<file path="src/rtl/line_drawer.sv">
// -----------------------------------------------------------------------------
// line_drawer
//   Bresenham line-drawing engine. Takes a line request from the Avalon slave
//   controller and walks it one pixel per clock into the VGA adapter's plot
//   interface. Handles every octant: steep lines, reversed endpoints and
//   negative slope.
//
//   Optional feature macro: LINE_DRAWER_CLIP_EN
//     defined   : pixels outside SCREEN_W x SCREEN_H are walked but not plotted
//     undefined : every DRAW pixel is plotted
//
//   Handshake: start is a level request. It is sampled only in IDLE. Once the
//   line is finished, done stays high until start is seen low, after which the
//   engine returns to IDLE (4-phase). Changes on start or on the coordinate
//   inputs while a line is in flight are ignored.
//
//   Ports
//     clk        in   system clock, rising edge
//     reset      in   asynchronous active-low reset
//     start      in   line request (level)
//     x0/y0      in   start point (9-bit x, 8-bit y)
//     x1/y1      in   end point
//     colour     in   pixel colour
//     done       out  line complete (DONE state)
//     vga_x/y    out  pixel coordinate
//     vga_colour out  pixel colour
//     vga_plot   out  pixel write strobe, one pixel per high cycle
//
//   The FSM state is held in state_q (type state_t) for hierarchical probing.
// -----------------------------------------------------------------------------
module line_drawer #(
    parameter int SCREEN_W = 320,
    parameter int SCREEN_H = 240
) (
    input  logic       clk,
    input  logic       reset,
    input  logic       start,
    input  logic [8:0] x0,
    input  logic [7:0] y0,
    input  logic [8:0] x1,
    input  logic [7:0] y1,
    input  logic [2:0] colour,
    output logic       done,
    output logic [8:0] vga_x,
    output logic [7:0] vga_y,
    output logic [2:0] vga_colour,
    output logic       vga_plot
);

    typedef enum logic [1:0] {
        S_IDLE = 2'd0,
        S_INIT = 2'd1,
        S_DRAW = 2'd2,
        S_DONE = 2'd3
    } state_t;

    state_t state_q;

    // Request latched in IDLE
    logic [8:0] lx0_q, lx1_q;
    logic [7:0] ly0_q, ly1_q;
    logic [2:0] colour_q;

    // Walk registers (coordinates in the possibly swapped frame)
    logic              steep_q;
    logic              ystep_neg_q;
    logic [8:0]        x_q, y_q, xb_q, dx_q, dy_q;
    logic signed [10:0] err_q;

    // INIT-time setup computed from the latched request
    logic [8:0]        adx, ady, ax, ay, bx, by;
    logic              steep_d, ystep_neg_d;
    logic [8:0]        xa_d, ya_d, xb_d, yb_d, dx_d, dy_d;
    logic signed [10:0] err_init_d;

    // Next-step values during DRAW
    logic signed [10:0] err_sum;
    logic signed [10:0] err_step_d;
    logic [8:0]        x_step_d, y_step_d;

    // Pixel to present on the next cycle
    logic [8:0]        pix_x_d;
    logic [7:0]        pix_y_d;
    logic              plot_d;

    always_comb begin
        adx = (lx1_q >= lx0_q) ? (lx1_q - lx0_q) : (lx0_q - lx1_q);
        ady = (ly1_q >= ly0_q) ? {1'b0, ly1_q - ly0_q} : {1'b0, ly0_q - ly1_q};
        steep_d = (ady > adx);

        // Steep lines are walked along y, so exchange the axes
        ax = steep_d ? {1'b0, ly0_q} : lx0_q;
        ay = steep_d ? lx0_q         : {1'b0, ly0_q};
        bx = steep_d ? {1'b0, ly1_q} : lx1_q;
        by = steep_d ? lx1_q         : {1'b0, ly1_q};

        // Always walk left to right
        if (ax > bx) begin
            xa_d = bx; ya_d = by; xb_d = ax; yb_d = ay;
        end else begin
            xa_d = ax; ya_d = ay; xb_d = bx; yb_d = by;
        end

        dx_d        = xb_d - xa_d;
        dy_d        = (ya_d < yb_d) ? (yb_d - ya_d) : (ya_d - yb_d);
        ystep_neg_d = !(ya_d < yb_d);
        err_init_d  = -$signed({2'b00, dx_d >> 1});
    end

    always_comb begin
        err_sum    = err_q + $signed({2'b00, dy_q});
        err_step_d = err_sum;
        y_step_d   = y_q;
        if (!err_sum[10]) begin
            y_step_d   = ystep_neg_q ? (y_q - 9'd1) : (y_q + 9'd1);
            err_step_d = err_sum - $signed({2'b00, dx_q});
        end
        x_step_d = x_q + 9'd1;
    end

    // Map the walk frame back to screen coordinates
    always_comb begin
        if (state_q == S_INIT) begin
            pix_x_d = steep_d ? ya_d      : xa_d;
            pix_y_d = steep_d ? xa_d[7:0] : ya_d[7:0];
        end else begin
            pix_x_d = steep_q ? y_step_d      : x_step_d;
            pix_y_d = steep_q ? x_step_d[7:0] : y_step_d[7:0];
        end
`ifdef LINE_DRAWER_CLIP_EN
        plot_d = (pix_x_d < 9'(SCREEN_W)) && ({1'b0, pix_y_d} < 9'(SCREEN_H));
`else
        plot_d = 1'b1;
`endif
    end

    always_ff @(posedge clk or negedge reset) begin
        if (!reset) begin
            state_q     <= S_IDLE;
            lx0_q       <= '0;
            lx1_q       <= '0;
            ly0_q       <= '0;
            ly1_q       <= '0;
            colour_q    <= '0;
            steep_q     <= 1'b0;
            ystep_neg_q <= 1'b0;
            x_q         <= '0;
            y_q         <= '0;
            xb_q        <= '0;
            dx_q        <= '0;
            dy_q        <= '0;
            err_q       <= '0;
            done        <= 1'b0;
            vga_x       <= '0;
            vga_y       <= '0;
            vga_colour  <= '0;
            vga_plot    <= 1'b0;
        end else begin
            case (state_q)
                S_IDLE: begin
                    vga_plot <= 1'b0;
                    done     <= 1'b0;
                    if (start) begin
                        lx0_q    <= x0;
                        ly0_q    <= y0;
                        lx1_q    <= x1;
                        ly1_q    <= y1;
                        colour_q <= colour;
                        state_q  <= S_INIT;
                    end
                end
                S_INIT: begin
                    steep_q     <= steep_d;
                    ystep_neg_q <= ystep_neg_d;
                    x_q         <= xa_d;
                    y_q         <= ya_d;
                    xb_q        <= xb_d;
                    dx_q        <= dx_d;
                    dy_q        <= dy_d;
                    err_q       <= err_init_d;
                    // First pixel is registered here so it appears on the
                    // first DRAW cycle
                    vga_x       <= pix_x_d;
                    vga_y       <= pix_y_d;
                    vga_colour  <= colour_q;
                    vga_plot    <= plot_d;
                    state_q     <= S_DRAW;
                end
                S_DRAW: begin
                    if (x_q == xb_q) begin
                        vga_plot <= 1'b0;
                        done     <= 1'b1;
                        state_q  <= S_DONE;
                    end else begin
                        x_q      <= x_step_d;
                        y_q      <= y_step_d;
                        err_q    <= err_step_d;
                        vga_x    <= pix_x_d;
                        vga_y    <= pix_y_d;
                        vga_plot <= plot_d;
                    end
                end
                S_DONE: begin
                    vga_plot <= 1'b0;
                    if (!start) begin
                        done    <= 1'b0;
                        state_q <= S_IDLE;
                    end
                end
                default: state_q <= S_IDLE;
            endcase
        end
    end

endmodule

</file>
<file path="config.mk">
export PLATFORM = sky130hd
export DESIGN_NAME = line_drawer
export DESIGN_NICKNAME = d
export VERILOG_FILES = /design/src/rtl/line_drawer.sv
export SDC_FILE = /design/constraint.sdc
export NUM_CORES = 1
export LEC_CHECK = 0
export ABC_AREA = 1
export CAP_MARGIN = 40
export CORE_UTILIZATION = 40
export DETAILED_ROUTE_END_ITERATION = 10
export GPL_ROUTABILITY_DRIVEN = 0
export MAX_ROUTING_LAYER = met4
export SLEW_MARGIN = 20
export SYNTH_ARGS = -nofsm -noshare
export SYNTH_HDL_FRONTEND = slang
export SYNTH_SLANG_ARGS = --single-unit
</file>
<file path="constraint.sdc">
create_clock -name clk -period 8.9 [get_ports clk]
set_input_delay 2.67 -clock clk [delete_from_list [all_inputs] [get_ports clk]]
set_output_delay 2.67 -clock clk [all_outputs]
set_load 0.01 [all_outputs]
</file>
# --- After elaboration in Yosys (flattened, before gate mapping) ---
# Cells that the tools add are included.
word_totals:
  register_bits: 119
  inputBits: 40
  out_inout_bits: 22
  wordCells: 93
op_classes:
  add_sub_neg: 13
  order_cmp: 5
  eq_ne: 8
  n_mux: 39
  reduce_logical: 9
op_table:
  columns: ["op", "n"]
  rows:
  - ["two-way mux 9 bit", 18]
  - ["one-hot mux 9 bit (2 select lines)", 3]
  - ["subtractor 9 bit", 5]
  - ["two-way mux 8 bit", 5]
  - ["two-way mux 11 bit", 2]
  - ["one-hot mux 11 bit (2 select lines)", 1]
  - ["adder 9 x 1 -> 9 bit (second input constant)", 2]
  - ["one-hot mux 8 bit (2 select lines)", 1]
  - ["subtractor 8 bit", 2]
  - ["adder 11 x 10 -> 11 bit", 1]
  - ["negator 8 -> 11 bit", 1]
  - ["subtractor 11 x 10 -> 11 bit", 1]
  - ["equality test 9 bit", 1]
  - [">= comparator 9 bit", 1]
  - ["> comparator 8 x 9 -> 1 bit", 1]
  - ["> comparator 9 bit", 1]
  - ["< comparator 9 bit", 1]
  - ["subtractor 9 x 1 -> 9 bit (second input constant)", 1]
  - [">= comparator 8 bit", 1]
  - ["!= test 2 bit (second input constant)", 4]
  - ["one-hot mux 2 bit (4 select lines)", 1]
  - ["two-way mux 2 bit", 3]
  - ["one-hot mux 1 bit (3 select lines)", 2]
  - ["AND reduction 3 bit", 2]
  - ["other kinds (9)", 13]

# --- Longest topological paths before layout ---
logic_depth:
  depth_word: 10
  ltp_mapped: 56
  depth_no_buf: 51

# --- Worst setup path before layout ---
# No wires, ideal clock.
synth_path:
  kind: "register to register"
  startpoint: "register ly1_q[0]"
  endpoint: "register dy_q[8]"
  setup_time_ns: 0.066
  t_arrival_ns: 8.449
  required_ns: 8.834
  slack_ns: 0.386
  path_stages_with_launch: 48
  n_path_buf: 6
  synth_period_minus_slack_ns: 8.514
  cell_sequence: "dfrtp_1 -> inv_1 -> ha_1 -> inv_1 -> fa_1 -> a21oi_1 -> o21bai_1 -> nand2_1 -> nand3_1 -> mux2i_1 -> nor3_1 -> a21oi_1 -> o221ai_1 -> xnor2_1 -> inv_1 -> ha_1 -> nand2_1 -> nor3_1 -> (+12 left out) -> nand2_4 -> buf_6 -> clkbuf_1 -> o21ai_0 -> inv_1 -> ha_1 -> a21oi_1 -> o21ai_0 -> a221oi_1 -> inv_1 -> a221oi_1 -> o21bai_1 -> a21oi_1 -> o21ai_0 -> o31ai_1 -> xor2_1 -> nand2_1 -> nand2_1"
synth_via:
  elab_chain_cells: 8
  elab_cells_between_ends: 16
  classes_between: "add/sub (4); order compare (4); mux (8)"
synth_rtl:
  columns: ["item", "line", "rtl"]
  rows:
  - ["start: declaration", "61", "logic [7:0] ly0_q, ly1_q;"]
  - ["start signal: assignment", "167", "ly1_q <= y1;"]
  - ["subtractor 8 bit or >= comparator 8 bit (tied branches)", "88", "ady = (ly1_q >= ly0_q) ? {1'b0, ly1_q - ly0_q} : {1'b0, ly0_q - ly1_q};"]
  - ["two-way mux 8 bit", "88", null]
  - ["> comparator 8 x 9 -> 1 bit", "89", "steep_d = (ady > adx);"]
  - ["two-way mux 9 bit, on equally long branches", "92, 94", null]
  - ["> comparator 9 bit", "98", "if (ax > bx) begin"]
  - ["two-way mux 9 bit", "98", null]
  - ["subtractor 9 bit or < comparator 9 bit (tied branches)", "105", "dy_d = (ya_d < yb_d) ? (yb_d - ya_d) : (ya_d - yb_d);"]
  - ["two-way mux 9 bit (*)", "105", null]
  - ["end signal: assignment", "179", "dy_q <= dy_d;"]
  - ["end: declaration", "67", "logic [8:0] x_q, y_q, xb_q, dx_q, dy_q;"]
# Mark *: on every way between the ends. The rest lies on a longest branch, timed or not.
# A chain may end at the register's enable or synchronous reset.

# --- Worst setup path in the final report ---
layout_path:
  startpoint: "register ly0_q[5]"
  endpoint: "register dy_q[8]"
layout_via:
  elab_chain_cells: 8
  elab_cells_between_ends: 16
  classes_between: "add/sub (4); order compare (4); mux (8)"
layout_rtl:
  columns: ["item", "line", "rtl"]
  rows:
  - ["start: declaration", "61", null]
  - ["start signal: assignment", "165", "ly0_q <= y0;"]
  - ["subtractor 8 bit or >= comparator 8 bit (tied branches)", "88", null]
  - ["two-way mux 8 bit", "88", null]
  - ["> comparator 8 x 9 -> 1 bit", "89", null]
  - ["two-way mux 9 bit, on equally long branches", "92, 94", null]
  - ["> comparator 9 bit", "98", null]
  - ["two-way mux 9 bit", "98", null]
  - ["subtractor 9 bit or < comparator 9 bit (tied branches)", "105", null]
  - ["two-way mux 9 bit (*)", "105", null]
# Marks and branches as above.

==> results.ini <==
[logic_synthesis]
ys_types = 49
ys_warn_count = 0
yosysMostFrequentCell = nand2_1
synth-seq-area-share = 0.287
synth_top_flop_cell = dfrtp_1
synth_edf_count = 0
synthArstFlopShare = 1.00
netlist_area_mm2 = 0.0104
synth.avg_cell_area_um2 = 7.16
synth_commonest_cells = 336 x nand2_1, 199 x inv_1, 132 x o21ai_0, 119 x dfrtp_1, 108 x a21oi_1
synth-seq-cells = 119
syn-num-nets = 1594
netlist_instances = 1448
synth_area_leaders = dfrtp_1 29%, nand2_1 12%, ha_1 12%
yosysTopAreaCellShare = 0.287
yosys.area.top_type = dfrtp_1

[critical_path]
critPathCaptureType = register
slowest_delay_ns = 0.37
cp-endpoint = dy_q[8]
r2r_setup_slack_ns = 0.74
r2r-end = dy_q[8]
rr_worst_depth = 45
critPathRequiredTime_ns = 9.26
crit_path_start_kind = register
slowest_stage = dfrtp_1
critPathLaunch = ly0_q[5]
worstReg2RegStart = ly0_q[5]
critical_path_class = register to register
cp.arrival_ns = 8.52
crit_fanout = 32

[outcome]
outcome = completed

[job]
timing.max_cap.violations = 0

[drt]
vias_per_cell = 5.32
drt_first_pass_iters = 6
first_iter_violations = 1049
wl_um = 30300
antenna_left = 0
post-route-drc-count = 0
routedWlPerCell_um = 16.4
dr_total_vias = 9847

[sta]
finalCritPeriodShare = 0.917
worst_pin_slew_ns = 0.745
setup_violations = 0
hold_violations = 0
worst_slack_ns = 0.741
slew_viol_final = 0
skew_ns = 0.0118
post-route-min-period_ns = 8.16
fmax_mhz = 123
slew_headroom = 0.498

[cts]
cts_tree = done
clock-root-buffer = clkbuf_16
h-tree-depth = 4
path_clk_slew_ns = 0.06
tritoncts.num_buffers = 17
cts_num_sinks = 119
clockBufferDepth = 2
clk_latency_ns = 0.43
ctsHoldBuffers = 0

[final_layout]
insertedDiodeCount = 0
synthToLayoutAreaGrowth_pct = 16.4
layout.nets = 1654
layout-drive-gt1-share = 0.0907
fillers = 2559

[grt]
antenna_found_initial = 0
grt_pass1_vias = 9325
grt_util_all_layers = 0.245
grt_overflow_total = 0
grt_max_degree = 70
grt_pass1_wl_um = 49200

[floorplan]
die_h_um = 163
dieArea_mm2 = 0.0266
dieWidth_um = 163
num_io_pins = 62
core_mm2 = 0.0253
start_util = 0.409
core.rowCount = 58

[place]
dp_slack_ns = 0.242
dp_hpwl_um = 23300
portBuffers = 61

[min_path]
min_path_type = register to register
min-delay-start = colour_q[2]

-- layout by cell type, fill, tap and decap left out, types with 12 or more instances in the layout --
master           netlist  final
o22ai_1               24     24
xor2_1                42     42
inv_1                199    199
dfrtp_1              119    119
a31oi_1               12     12
clkdlybuf4s50_1        0     60
clkbuf_16              0     17
ha_1                  97     97
nor2_1               101    101
buf_4                  1     22
nand4_1               15     15
a21oi_1              108    108
nand3_1               42     41
nand2_1              336    333
o211ai_1              16     16
o21ai_0              132    128
nand2_2               25     28
o221ai_1              14     14
-- worst min-delay path by stage --
stage                                to  slack, ns  cells after the start
final                     vga_colour[2]       0.47                      2
after global routing      vga_colour[0]       0.51                      2
after CTS                 vga_colour[1]       0.47                      2
after detailed placement  vga_colour[1]       0.46                      2
after global placement    vga_colour[2]       0.45                      2
after floorplan           vga_colour[0]       0.44                      2
-- sequential cells by signal, indices dropped and copies added (netlist names), 3 cells and up --
name,flops
vga_colour,3
y_q,9
lx1_q,9
vga_x,9
x_q,9
dy_q,9
lx0_q,9
vga_y,8
ly1_q,8
xb_q,9
err_q,11
colour_q,3
ly0_q,8
dx_q,9
-- repair_timing --
action / 4_1_cts / 5_1_grt
gates resized for setup: 0 / 12
setup endpoints to repair: 0 / 9
buffers inserted: 0 / 3
-- through the flow --
step	cells	hold slack (ns)	setup TNS [ns]	util	cell area (um2)
finish	1851	0.471	0	0.476	12100
global route	1851	0.509	-0.0186	0.476	12100
CTS	1843	0.474	0	0.470	11900
detailed placement	1811	0.458	0	0.447	11300
global placement	1810	0.454	0	0.447	11300
floorplan	1448	0.443	0	-	10400
-- worst max-delay path: cells and delay by family (launching register included) --
family / cells / cell delay, ns
AOI/OAI and AO/OA: 14 / 2.68
and+or+nand+nor: 15 / 1.92
buffers and inverters: 9 / 1.28
adders and majority gates: 4 / 1.20
DFF: 1 / 0.37
xor gates and xnor gates: 2 / 0.35
muxes: 1 / 0.27
-- cells by family after synthesis --
family	after synthesis	synth area share
buffers and inverters	256	0.0960
XOR/XNOR	54	0.0464
flip-flops	119	0.287
adder cells (fa/ha/maj)	106	0.135
AND/OR/NAND/NOR	557	0.235
AO/OA/AOI/OAI	346	0.190
multiplexers	10	0.0104
-- final cells by class --
| type | instances | area, um2 | share of cell area |
|---|---|---|---|
| Inverter | 208 | 781 | 0.0648 |
| Clock inverter | 11 | 123 | 0.0102 |
| Sequential cell | 119 | 2980 | 0.247 |
| Clock buffer | 21 | 460 | 0.0382 |
| Tap cell | 330 | 413 | 0.0342 |
| Multi-Input combinational cell | 1075 | 6450 | 0.535 |
| Timing Repair Buffer | 87 | 855 | 0.0709 |
-- per-layer routing --
layer  GRT usage  vias to the layer above  part of all wire
li1            -                     4908                 -
met1       0.333                     4547              0.48
met2       0.381                      340              0.45
met3      0.0311                       52             0.052
met4      0.0722                        0             0.022
met5           -                        -                 0
Power is left out: the tool's default activity adds up to more than one toggle a clock period on the data nets, which glitch-free logic cannot reach.
